**src/rtl/tinst_rsp_fifo.sv**
```systemverilog
// Result FIFO for the test_inst driver; the head reads as zero while the FIFO is empty.
module tinst_rsp_fifo #(
  parameter int DEPTH = 4,
  parameter int WIDTH = 8
) (
  input  logic                   clk,
  input  logic                   rst_n,
  input  logic                   push,
  input  logic [WIDTH-1:0]       wdata,
  input  logic                   pop,
  output logic [WIDTH-1:0]       rdata,
  output logic [$clog2(DEPTH):0] count,
  output logic                   full,
  output logic                   empty
);

  localparam int AW = $clog2(DEPTH);
  localparam int CW = AW + 1;

  logic [WIDTH-1:0] mem [DEPTH];
  logic [AW-1:0]    wr_ptr;
  logic [AW-1:0]    rd_ptr;
  logic [CW-1:0]    cnt;

  assign count = cnt;
  assign full  = (cnt == CW'(DEPTH));
  assign empty = (cnt == '0);
  assign rdata = empty ? '0 : mem[rd_ptr];

  always_ff @(posedge clk) begin
    if (push) mem[wr_ptr] <= wdata;
  end

  always_ff @(posedge clk or negedge rst_n) begin
    if (!rst_n) begin
      wr_ptr <= '0;
      rd_ptr <= '0;
      cnt    <= '0;
    end else begin
      if (push) wr_ptr <= wr_ptr + AW'(1);
      if (pop)  rd_ptr <= rd_ptr + AW'(1);
      case ({push, pop})
        2'b10:   cnt <= cnt + CW'(1);
        2'b01:   cnt <= cnt - CW'(1);
        default: cnt <= cnt;
      endcase
    end
  end

  // The issue credit makes these unreachable; a hit means the credit is broken.
  a_no_overflow:  assert property (@(posedge clk) disable iff (!rst_n) push |-> !full);
  a_no_underflow: assert property (@(posedge clk) disable iff (!rst_n) pop |-> !empty);

endmodule

```
**config.mk**
```make
export PLATFORM = sky130hd
export DESIGN_NAME = tinst_rsp_fifo
export DESIGN_NICKNAME = d
export VERILOG_FILES = /design/src/rtl/tinst_rsp_fifo.sv
export SDC_FILE = /design/constraint.sdc
export NUM_CORES = 1
export LEC_CHECK = 0
export CORE_UTILIZATION = 50
export DETAILED_ROUTE_END_ITERATION = 7
export PLACE_DENSITY = 0.86
export SLEW_MARGIN = 20
export SYNTH_ARGS = -nofsm -noshare
export SYNTH_HDL_FRONTEND = slang
export SYNTH_SLANG_ARGS = --single-unit
export TNS_END_PERCENT = 5
```
**constraint.sdc**
```tcl
create_clock -name clk -period 1.7 [get_ports clk]
set_clock_uncertainty 0.15 [all_clocks]
set_input_delay 0.17 -clock clk [delete_from_list [all_inputs] [get_ports clk]]
set_output_delay 0.17 -clock clk [all_outputs]
set_load 0.01 [all_outputs]
```
==> results of run 1 <==
==> cell type report <==
type / instances / area (µm²) / area share, %
Timing Repair Buffer: 42 / 368 / 17.5
Sequential cell: 39 / 1140 / 54.0
Clock inverter: 3 / 43.8 / 2.08
Multi-Input combinational cell: 39 / 440 / 20.9
Clock buffer: 5 / 37.5 / 1.78
Tap cell: 44 / 55.1 / 2.62
Inverter: 6 / 22.5 / 1.07
==> cells in the final DEF, fill, tap and decap left out, drive strengths merged <==
cell,instances
ha,5
clkbuf,7
clkdlybuf4s50,12
xor2,4
and3,1
dlygate4sd2,2
o21ai,1
dfrtp,7
mux2i,1
nor2,1
clkinv,2
dlygate4sd3,1
mux4,8
nand2,2
nor2b,8
inv,6
edfxtp,32
fa,1
buf,25
xnor2,2
nor3,1
and2,4
bufinv,1
==> through the flow <==
| stage | setup TNS, ns | area, µm² | worst slack [ns] | util [%] | power, mW |
|---|---|---|---|---|---|
| floorplan | 0 | 1610 | 0.145 | - | 2.17 |
| global placement | -1.75 | 2040 | -0.199 | 66.8 | 2.90 |
| detailed placement | -2.12 | 2040 | -0.283 | 66.8 | 2.99 |
| finish | -2.06 | 2100 | -0.279 | 68.9 | 3.44 |
| CTS | -2.32 | 2110 | -0.306 | 69.2 | 3.50 |
| global route | -2.60 | 2100 | -0.336 | 68.9 | 3.65 |
==> repair_timing <==
action / CTS / global route
endpoints found under the hold margin: 7 / 0
setup endpoints to repair: 12 / 11
hold buffers: 1 / 0
pin swaps: 0 / 0
buffers inserted: 0 / 0
resized for setup: 43 / 3
==> registers in the layout (all words and copies together), names as in the netlist <==
name / cells
wr_ptr: 2
mem: 32
rd_ptr: 2
count: 3
==> how the worst max path moves through the flow <==
| stage | endpoint | slack [ns] |
|---|---|---|
| 4_1_cts | rdata[2] | -0.31 |
| 3_5_place_dp | rdata[4] | -0.28 |
| 3_3_place_gp | rdata[1] | -0.20 |
| 5_1_grt | rdata[2] | -0.34 |
| 2_1_floorplan | count[2]$_DFFE_PN0P_ | 0.14 |
| 6_report | rdata[2] | -0.28 |
==> where the power goes <==
part,switching [mW],internal (mW)
clock,0.307,0.309
sequential,0.138,1.28
combinational,0.613,0.799
total,1.06,2.39
==> per-layer routing <==
metal / vias up / part of all wire, %
li1: 410 / -
met1: 421 / 39
met2: 24 / 55
met3: 7 / 5.1
met4: 0 / 1.5
met5: - / 0
==> logic make-up after synthesis <==
group | count (synthesis)
DFF | 39
and+or+nand+nor | 17
muxes | 9
buffers and inverters | 8
xor gates and xnor gates | 6
adders and majority gates | 6
AOI/OAI and AO/OA | 1
==> impl_metrics.env, run 1 <==
export IMPL_relSlewSlack_pct=72.9
export IMPL_hold_start="wdata[2]"
export IMPL_synth_common_cells="edfxtp_1, mux4_2, nor2b_1"
export IMPL_global_route_usage_met1_pct=21.8
export IMPL_n_antenna_cell=0
export IMPL_grt_pass1_wl_um=4480
export IMPL_synth_top_flop_cell="edfxtp_1"
export IMPL_fill_cells=216
export IMPL_die_area_um2=3450
export IMPL_synth_edf_count=32
export IMPL_die_x_um=58.7
export IMPL_cts_sinks=39
export IMPL_critical_path_top_delay_family="multiplexers"
export IMPL_finalNonFillerCells=178
export IMPL_yosysUniqueCellTypes=18
export IMPL_ys_seq_elements=39
export IMPL_synth_compound_area_share_pct=0.311
export IMPL_antenna_found_initial=0
export IMPL_worst_pin_slew_ns=0.406
export IMPL_grt_use_met3_pct=6.81
export IMPL_path_class="reg -> out"
export IMPL_r2r_cells=6
export IMPL_hold_depth=1
export IMPL_grt_usage_pct=19.4
export IMPL_worstSetupEndpointType="output port"
export IMPL_use_met2_pct=34.3
export IMPL_rows=20
export IMPL_synth_area_leaders="edfxtp_1, mux4_2, dfrtp_1"
export IMPL_maxSlewViolCount=0
export IMPL_cp_depth=4
export IMPL_critPathRequiredTime_ns=1.38
export IMPL_cpMaxStageDelayCell="mux4_2"
export IMPL_io_buffers=24
export IMPL_ant_nets=0
export IMPL_max_freq_mhz=505
export IMPL_power_density_nw_per_um2=1640
export IMPL_grt_max_degree=14
export IMPL_hold_ws_ns=0.307
export IMPL_final_min_clock_period_ns=1.98
export IMPL_cts_buffers=5
export IMPL_synth_avg_cell_area_um2=18.7
export IMPL_rsz0062_at_grt="yes"
export IMPL_vias=862
export IMPL_yosysTopAreaCellShare_pct=59.8
export IMPL_core_area_um2=3050
export IMPL_synth_top_family_by_area="multiplexers"
export IMPL_initialDrtViolationCount=24
export IMPL_dr_pass1_iters=4
export IMPL_overflow=0
export IMPL_setup_viol=8
export IMPL_routed_wl_um=2800
export IMPL_outcome="finished with violations"
export IMPL_viasPerCell=4.84
export IMPL_die_y_um=58.7
export IMPL_nNetsFinal=151
export IMPL_r2r_end="count[2]$_DFFE_PN0P_"
export IMPL_synth_xor_area_share_pct=3.27
export IMPL_path_cells="buf_6, mux4_2, nor2b_1, buf_2"
export IMPL_ff2ff_setup_slack_ns=0.09
export IMPL_yosys_warnings=0
export IMPL_routabilityCongestion=0.665
export IMPL_place_inst=169
export IMPL_ys_seq_area_share_pct=70.7
export IMPL_startpoint_type="flop"
export IMPL_path_clk_slew_ns=0.12
export IMPL_setup_ws_ns=-0.279
export IMPL_synth_adder_area_share_pct=5.14
export IMPL_arrival_ns=1.66
export IMPL_cts_root_buffer="clkbuf_4"
export IMPL_yosys_area_top_type="edfxtp_1"
export IMPL_drc_errors=0
export IMPL_violations="negative setup slack"
export IMPL_cts_tree="yes"
export IMPL_wl_per_cell_um=15.7
export IMPL_netlist_area_um2=1610
export IMPL_io_pins=25
export IMPL_startpoint="rd_ptr[0]$_DFFE_PN0P_"
export IMPL_syn_nets=104
export IMPL_hpwl_um=2120
export IMPL_synth_mux_area_fraction_pct=11.8
export IMPL_r2r_start="count[0]$_DFFE_PN0P_"
export IMPL_min_to="mem[1][2]$_DFFE_PP_"
export IMPL_syn2layout_area_growth_pct=30.8
export IMPL_cp_slowest_stage_delay_ns=0.50
export IMPL_hold_path_class="in -> reg"
export IMPL_initial_core_util_pct=52.7
export IMPL_yosysMostFrequentCell="edfxtp_1"
export IMPL_worstSkewPairLatency_ns=0.34
export IMPL_p_leak_nw=0.830
export IMPL_cts_buffer_depth=2
export IMPL_synthSimpleGateAreaFrac_pct=6.38
export IMPL_worstPathMaxFanout=5
export IMPL_min_period_over_period_pct=116
export IMPL_critical_path_buf_inv_count=2
export IMPL_cts_max_level=2
export IMPL_grt_pass1_vias=929
export IMPL_synthCells=86
export IMPL_final_layout_size_suffix_gt1_share_pct=33.6
export IMPL_postSynth_asyncResetShare_pct=17.9
export IMPL_hold_viol_final=0
export IMPL_busiest_layer="met2"
export IMPL_ir_drop_mv=0.801
export IMPL_maxCapViolCount=0
Note: power is estimated with default switching activity, not from simulation.
==> inputs of run 2 (changes only) <==
--- a/config.mk
+++ b/config.mk
@@ -12,4 +12,3 @@
 export SYNTH_ARGS = -nofsm -noshare
 export SYNTH_HDL_FRONTEND = slang
 export SYNTH_SLANG_ARGS = --single-unit
-export TNS_END_PERCENT = 5
==> impl_metrics.env, run 2 (synthesized netlist as in run 1, its figures left out) <==
export IMPL_largest_register="mem"
export IMPL_cts_sinks=39
export IMPL_hold_viol_final=0
export IMPL_violations="negative setup slack"
export IMPL_utilization_pct=71.1
export IMPL_n_antenna_cell=0
export IMPL_startpoint_type="flop"
export IMPL_mostFrequentLayoutCells="edfxtp_1, buf_4, clkdlybuf4s50_1"
export IMPL_critical_path_buf_inv_count=2
export IMPL_hold_path_class="in -> reg"
export IMPL_cts_buffers=5
export IMPL_grt_max_degree=14
export IMPL_critical_path_top_delay_family="multiplexers"
export IMPL_worstSkewPairLatency_ns=0.34
export IMPL_die_x_um=58.7
export IMPL_routed_wl_um=3110
export IMPL_routabilityCongestion=0.665
export IMPL_relSlewSlack_pct=71.2
export IMPL_ant_nets=0
export IMPL_path_cells="buf_6, mux4_2, nor2b_1, buf_2"
export IMPL_dr_pass1_iters=4
export IMPL_hpwl_um=2120
export IMPL_r2r_cells=7
export IMPL_power_density_nw_per_um2=1680
export IMPL_vias=886
export IMPL_initial_core_util_pct=52.7
export IMPL_grt_pass1_wl_um=4750
export IMPL_overflow=0
export IMPL_final_min_clock_period_ns=1.99
export IMPL_maxCapViolCount=0
export IMPL_io_buffers=24
export IMPL_rsz0062_at_grt="yes"
export IMPL_syn2layout_area_growth_pct=35.1
export IMPL_die_y_um=58.7
export IMPL_cp_slowest_stage_delay_ns=0.50
export IMPL_final_layout_size_suffix_gt1_share_pct=38.0
export IMPL_setup_viol=8
export IMPL_cp_depth=4
export IMPL_place_area_um2=2040
export IMPL_largest_reg_flops=32
export IMPL_arrival_ns=1.67
export IMPL_cts_root_buffer="clkbuf_4"
export IMPL_cts_max_level=2
export IMPL_worstPathMaxFanout=5
export IMPL_worst_pin_slew_ns=0.432
export IMPL_nNetsFinal=154
export IMPL_grt_pass1_vias=978
export IMPL_path_clk_slew_ns=0.12
export IMPL_initialDrtViolationCount=16
export IMPL_worstSetupEndpointType="output port"
export IMPL_critPathRequiredTime_ns=1.38
export IMPL_core_area_um2=3050
export IMPL_maxSlewViolCount=0
export IMPL_setup_ws_ns=-0.288
export IMPL_antenna_found_initial=0
export IMPL_wl_per_cell_um=17.2
export IMPL_outcome="finished with violations"
export IMPL_cts_tree="yes"
export IMPL_io_pins=25
export IMPL_grt_usage_pct=21.0
export IMPL_hold_depth=1
export IMPL_cts_buffer_depth=2
export IMPL_die_area_um2=3450
export IMPL_stdcell_area_um2=2170
export IMPL_drc_errors=0
export IMPL_p_leak_nw=0.880
export IMPL_min_period_over_period_pct=117
export IMPL_ir_drop_mv=0.799
export IMPL_final_common_cell="edfxtp_1"
export IMPL_viasPerCell=4.90
export IMPL_setup_tns_final_ns=-2.15
export IMPL_path_class="reg -> out"
export IMPL_cpMaxStageDelayCell="mux4_2"
export IMPL_max_freq_mhz=503
export IMPL_rows=20
-- run 2: cell count changes in the layout (fill, tap and decap cells not counted), sizes merged --
cell and delta:
buf +5, clkbuf -2, dlymetal6s2s +2, clkdlybuf4s50 -1, dlygate4sd2 -1
-- run 2: report_power, final --
part	internal, mW	switching (mW)
Combinational	0.929	0.683
Sequential	1.28	0.155
Clock	0.309	0.301
Total	2.52	1.14
-- run 2: path summary, 6_finish.rpt --
| kind | start | to | slack, ns |
|---|---|---|---|
| min in group asynchronous | rst_n | rd_ptr[1]$_DFFE_PN0P_ | 0.49 |
| max in group asynchronous | rst_n | rd_ptr[0]$_DFFE_PN0P_ | 0.64 |
| worst min register to register | wr_ptr[0]$_DFFE_PN0P_ | wr_ptr[0]$_DFFE_PN0P_ | 0.40 |
| worst min-delay path | wdata[2] | mem[1][2]$_DFFE_PP_ | 0.31 |
| worst max register to register | count[0]$_DFFE_PN0P_ | count[2]$_DFFE_PN0P_ | 0.02 |
| worst max-delay path | rd_ptr[0]$_DFFE_PN0P_ | rdata[2] | -0.29 |
-- run 2: repair_timing --
action / in CTS / in global routing
pin swaps: 1 / 2
buffers inserted: 1 / 1
setup endpoints to repair: 12 / 13
hold buffers: 1 / 0
gates resized for setup: 46 / 11
cloned: 1 / 0
hold endpoints to repair: 7 / 0
-- run 2: per-stage QoR --
stage               setup slack (ns)  hold WS [ns]  power (mW)  std cells
finish                        -0.288         0.314        3.65        181
global route                  -0.377         0.283        3.87        181
CTS                           -0.305         0.298        3.56        180
detailed placement            -0.283         0.324        2.99        169
global placement              -0.199         0.303        2.90        169
floorplan                      0.145        -0.276        2.17         86
-- run 2: layout make-up --
cell class	count	area, µm²
flip-flops and latches	39	1140
fillers	212	881
multi-input cells	39	464
repair buffers	45	413
well taps	44	55.1
clock inverters	3	43.8
clock buffers	5	37.5
inverters	6	22.5
-- run 2: metal layers --
layer  share of wire (%)  GRT usage (%)
met5                   0              0
met4                 1.4           8.84
met3                 3.9           7.47
met2                  56           37.6
met1                  39           22.5
